[config.mk]
export PLATFORM = sky130hd
export DESIGN_NAME = core_sequencer
export DESIGN_NICKNAME = d
export VERILOG_FILES = /design/src/rtl/core_sequencer.sv
export SDC_FILE = /design/constraint.sdc
export NUM_CORES = 1
export LEC_CHECK = 0
export ABC_AREA = 1
export CORE_MARGIN = 5
export CORE_UTILIZATION = 30
export DETAILED_ROUTE_END_ITERATION = 8
export GPL_TIMING_DRIVEN = 0
export HOLD_SLACK_MARGIN = 0.02
export PLACE_DENSITY = 0.56
export SYNTH_ARGS = -nofsm -noshare
export SYNTH_HDL_FRONTEND = slang
export SYNTH_SLANG_ARGS = --single-unit
[constraint.sdc]
create_clock -name clk -period 3.19 [get_ports clk]
set_input_delay 0.7975 -clock clk [delete_from_list [all_inputs] [get_ports clk]]
set_output_delay 0.7975 -clock clk [all_outputs]
set_load 0.02 [all_outputs]
[src/rtl/core_sequencer.sv]
// Multi-cycle control sequencer for the single-issue core: phase code, PC,
// fetch/data handshakes, retired-instruction count, halt and bus-timeout error.
module core_sequencer #(
  parameter logic [31:0] RESET_PC    = 32'h0000_0000,
  parameter int unsigned MEM_TIMEOUT = 255
) (
  input  logic        clk,
  input  logic        rst_n,
  input  logic        halt_req,
  output logic        imem_req,
  output logic [31:0] imem_addr,
  input  logic        imem_ready,
  input  logic [31:0] imem_rdata,
  output logic [31:0] instr,
  input  logic        is_load,
  input  logic        is_store,
  output logic        dmem_req,
  input  logic        dmem_ready,
  input  logic        branch_taken,
  input  logic [31:0] branch_target,
  output logic [31:0] pc,
  output logic [2:0]  state,
  output logic        halted,
  output logic        bus_err,
  output logic [31:0] instret
);

  localparam logic [2:0] S_FETCH  = 3'd0;
  localparam logic [2:0] S_DECODE = 3'd1;
  localparam logic [2:0] S_EXEC   = 3'd2;
  localparam logic [2:0] S_MEM    = 3'd3;
  localparam logic [2:0] S_WB     = 3'd4;
  localparam logic [2:0] S_HALT   = 3'd5;
  localparam logic [2:0] S_ERR    = 3'd6;

  // Count value seen on the last permitted wait cycle; ready on that cycle still wins.
  localparam logic [15:0] TIMEOUT_LAST = 16'(MEM_TIMEOUT - 32'd1);

  logic [2:0]  state_q, state_d;
  logic [31:0] pc_q, pc_d;
  logic [31:0] next_pc_q, next_pc_d;
  logic [31:0] instr_q, instr_d;
  logic [31:0] instret_q, instret_d;
  logic        bus_err_q, bus_err_d;
  logic [15:0] wait_cnt_q, wait_cnt_d;
  logic        waiting_s;
  logic        entering_wait_s;

  always_ff @(posedge clk or negedge rst_n) begin
    if (!rst_n) begin
      state_q <= S_FETCH;
    end else begin
      state_q <= state_d;
    end
  end

  always_comb begin
    state_d = state_q;
    case (state_q)
      S_FETCH: begin
        if (imem_ready) begin
          state_d = S_DECODE;
        end else if (wait_cnt_q == TIMEOUT_LAST) begin
          state_d = S_ERR;
        end else begin
          state_d = S_FETCH;
        end
      end
      S_DECODE: state_d = S_EXEC;
      S_EXEC: begin
        if (branch_taken && (branch_target[1:0] != 2'b00)) begin
          state_d = S_ERR;
        end else if (is_load || is_store) begin
          state_d = S_MEM;
        end else begin
          state_d = S_WB;
        end
      end
      S_MEM: begin
        if (dmem_ready) begin
          state_d = S_WB;
        end else if (wait_cnt_q == TIMEOUT_LAST) begin
          state_d = S_ERR;
        end else begin
          state_d = S_MEM;
        end
      end
      S_WB: begin
        if (halt_req) begin
          state_d = S_HALT;
        end else begin
          state_d = S_FETCH;
        end
      end
      S_HALT: begin
        if (halt_req) begin
          state_d = S_HALT;
        end else begin
          state_d = S_FETCH;
        end
      end
      S_ERR:   state_d = S_ERR;
      default: state_d = S_ERR;
    endcase
  end

  always_comb begin
    imem_req = 1'b0;
    dmem_req = 1'b0;
    halted   = 1'b0;
    case (state_q)
      S_FETCH: imem_req = 1'b1;
      S_MEM:   dmem_req = 1'b1;
      S_HALT:  halted   = 1'b1;
      default: begin
        imem_req = 1'b0;
        dmem_req = 1'b0;
        halted   = 1'b0;
      end
    endcase
  end

  // Datapath: PC, redirect target, instruction latch, retire counter, wait counter.
  always_comb begin
    pc_d      = pc_q;
    next_pc_d = next_pc_q;
    instr_d   = instr_q;
    instret_d = instret_q;
    bus_err_d = bus_err_q | (state_d == S_ERR);

    if ((state_q == S_FETCH) && imem_ready) begin
      instr_d = imem_rdata;
    end else begin
      instr_d = instr_q;
    end

    if (state_q == S_EXEC) begin
      next_pc_d = branch_taken ? branch_target : (pc_q + 32'd4);
    end else begin
      next_pc_d = next_pc_q;
    end

    if (state_q == S_WB) begin
      pc_d      = next_pc_q;
      instret_d = instret_q + 32'd1;
    end else begin
      pc_d      = pc_q;
      instret_d = instret_q;
    end
  end

  assign waiting_s       = ((state_q == S_FETCH) && !imem_ready) ||
                           ((state_q == S_MEM) && !dmem_ready);
  assign entering_wait_s = (state_d != state_q) &&
                           ((state_d == S_FETCH) || (state_d == S_MEM));

  always_comb begin
    wait_cnt_d = wait_cnt_q;
    if (entering_wait_s) begin
      wait_cnt_d = 16'd0;
    end else if (waiting_s) begin
      wait_cnt_d = wait_cnt_q + 16'd1;
    end else begin
      wait_cnt_d = wait_cnt_q;
    end
  end

  always_ff @(posedge clk or negedge rst_n) begin
    if (!rst_n) begin
      pc_q       <= RESET_PC;
      next_pc_q  <= RESET_PC;
      instr_q    <= 32'd0;
      instret_q  <= 32'd0;
      bus_err_q  <= 1'b0;
      wait_cnt_q <= 16'd0;
    end else begin
      pc_q       <= pc_d;
      next_pc_q  <= next_pc_d;
      instr_q    <= instr_d;
      instret_q  <= instret_d;
      bus_err_q  <= bus_err_d;
      wait_cnt_q <= wait_cnt_d;
    end
  end

  assign imem_addr = pc_q;
  assign pc        = pc_q;
  assign instr     = instr_q;
  assign instret   = instret_q;
  assign bus_err   = bus_err_q;
  assign state     = state_q;

endmodule
==> results.md <==
* Status: finished, final reports clean
* Routed wire length at approximately 24000 um
* Crit path capture type: primary output
* Buffers & Inverters on Critical Path at 2
* Leak at slightly below 5 nW
* Top cell family by delay on the critical path: buffers and inverters
* DRC Markers at 0
* Post-route ant nets at 0
* Synth area leader: dfrtp_1
* Warnings, synthesis at 0
* Vias post-DR at 7219
* Skew final at 0.0117 ns
* Yosys top cell area share at 47.5%
* Reg clk slew, reported paths at 0.06 ns
* Port bufs at around 200
* # rows at about 60
* Layout cells sized above 1 at 7.63%
* Critical-path cell list: inv_2, nor3_1, clkdlybuf4s50_1
* Minimum clock period at between 2 and 3 ns
* GPL Wtd Cong at between 0.9 and 1
* Nets at ~1300
* I/O Pins at between 200 and 250
* Post-synthesis mux area share at 0%
* CP max FO at 7
* Worst ir drop on vdd at ~0.00024 V
* RSZ-0062 raised after global routing: no
* Pwr dens at roughly 390 nW/um^2
* Seq/Total Area, Yosys at a little under half
* Relative slew slack at around half
* Clk_lat worst skew at roughly 0.42 ns
* Net count after synthesis at between 1000 and 1500
* Critical path's largest stage delay at 0.65 ns
* Critical path type: flip-flop to primary output
* Hold-fix buffers, CTS at 0
* Synth-to-layout area growth at 39.7%
* Num CTS Buffers at 17
* Main combinational cell family by area after synthesis: simple AND/OR/NAND/NOR gates
* H-tree levels at 4
* First-pass GRT wire length at 38300 um
* Compound-Gate Fraction of Synth Area at 7.41%
* Final period util at around 85%
* Inserted Diodes at 0
* HP Class: input port to async pin
* Post-synth EDFFs at 0
* Synth Register Bits at 148
* Vias in the first global route at between 7000 and 8000
* Worst Setup Slack post-DPL at between 0.5 and 0.6 ns
* Post-CTS setup buffer count at 0
* Tightest Pin Transition at around 0.75 ns
* DP HPWL at approximately 18000 um
* Vias per Instance at around 4.6
* Antenna violations before repair at 0
* Initial Util at between 30 and 40%
* CORE AREA at 25800 um^2
* Slowest cell on crit path: clkdlybuf4s50_1
* Fmax at between 300 and 400 MHz
* Overflow after GRT at 0
* Hold slack at between 0.4 and 0.5 ns
* Slew Viols, Final at 0
* Post-CTS sizing at 0
* First-pass DRT Iterations at 5
* CTS root buf: clkbuf_16
* Pin count of the biggest net entering global routing at approximately 80
* Top post-synthesis cells by area: dfrtp_1, nand2_1, nor2_1, inv_1, xor2_1
* Clock sink total at 148
* Max-cap violations at 0
* Top_reg_cell synth: dfrtp_1
* Chip Height at 171 um
* Post-Synth Adder-Cell Area at less than 1%
* Final Setup Violations at 0
* GR Util All Layers at between 15 and 20%
* Die width at between 150 and 200 um
* Startpoint Class: flip-flop
* Post-Syn Area at between 7000 and 8000 um^2
* Setup tns final at 0 ns
* CTS Buffer Depth at 2
* DRT iter0 DRCs at approximately 420
* DIE AREA at around 30000 um^2
* Synth async-reset ratio at between 90% and 100%
* Req. time, crit path at between 2 and 2.5 ns
* Mapped Cells at approximately 1000
* Worst reg-to-reg setup slack at about 1.0 ns
* Simple-gate area share of the yosys netlist at 29.0%
* Crit path DAT at approximately 1.9 ns
* Hold Fails Final Rpt at 0
* Worst setup margin at around 0.49 ns
* CTS tree: yes
* Distinct cell type count after synthesis at 37
* Syn Area/Cell at 7.74 um^2
* XOR/XNOR Fraction of Synth Area at under 10%
* WL/cell at approximately 15 um
-- cells by family after synthesis --
family	after synthesis
and+or+nand+nor	536
buffers and inverters	163
DFF	148
AOI/OAI and AO/OA	105
xor gates and xnor gates	51
adders and majority gates	4
-- stage by stage --
stage	total power [mW]	instances	utilization [%]	cell area [um^2]
after floorplan	2.03	1007	-	7800
after global placement	2.22	1547	39.7	10300
after detailed placement	2.23	1548	39.8	10300
after CTS	4.31	1580	42.2	10900
after global routing	4.42	1580	42.2	10900
final	4.26	1580	42.2	10900
-- cell usage in the layout, fill, tap and decap left out, types with 10 or more instances in the layout --
cell type,netlist,layout
nand3_1,41,41
a21oi_1,13,13
nand2_1,304,304
buf_4,32,32
clkbuf_16,0,17
inv_1,97,97
clkbuf_1,24,24
nor2_1,111,111
nor3_1,27,27
nand4_1,25,25
dfrtp_1,148,148
nor2_2,10,10
xor2_1,39,39
xnor2_1,12,12
o21ai_0,68,68
clkdlybuf4s50_1,0,204
-- report_power, final --
group	internal (mW)	switching (mW)
clock	1.21	0.864
combinational	0.135	0.132
sequential	1.90	0.0160
-- worst register-to-register path, delay by kind of cell (launching register included) --
| kind | cells | cell delay (ns) |
|---|---|---|
| AND/OR/NAND/NOR | 8 | 0.92 |
| AO/OA/AOI/OAI | 1 | 0.15 |
| adder cells (fa/ha/maj) | 1 | 0.35 |
| flip-flops | 1 | 0.62 |
-- area by class of cell --
class | instances | area (um^2)
timing repair buffer | 206 | 2080
tap | 335 | 419
inverter | 101 | 380
multi-input combinational | 696 | 3330
buffer | 62 | 378
clock buffer | 19 | 453
fill | 2661 | 14900
sequential | 148 | 3700
clock inverter | 13 | 145
-- worst paths after layout --
path                               from            end  cells after the start
max in group asynchronous         rst_n    instret[21]                      2
min                               rst_n  wait_cnt_q[6]                      1
min reg2reg                   instr[17]      instr[17]                      2
max reg2reg                imem_addr[2]  next_pc_q[24]                     10
min in group clk              instr[17]      instr[17]                      2
max                            state[2]         halted                      3
-- state kept, by name, summed over array words and instances (netlist names) --
signal and cells:
instr 32, next_pc_q 32, wait_cnt_q 16, instret 32, state 3, imem_addr 32
bus_err 1
-- metal layers --
metal,vias to the layer above,track usage (%),share of wire [%]
met3,21,3.98,7.1
met4,0,5.27,1.6
met5,-,0,0
met2,204,26.3,46
met1,3373,22.4,46
li1,3621,-,-
-- synthesized netlist by cell type (all sizes together) (4+ instances only) --
| library cell | n |
|---|---|
| nor2 | 122 |
| dfrtp | 148 |
| xnor2 | 12 |
| o21ai | 69 |
| a22oi | 6 |
| nor3 | 27 |
| ha | 4 |
| xor2 | 39 |
| nand3b | 5 |
| o211ai | 7 |
| o22ai | 5 |
| nand4 | 26 |
| clkbuf | 24 |
| nand2 | 308 |
| inv | 100 |
| nand3 | 43 |
| a21oi | 13 |
| buf | 38 |
Note: power is estimated with default switching activity, not from simulation.
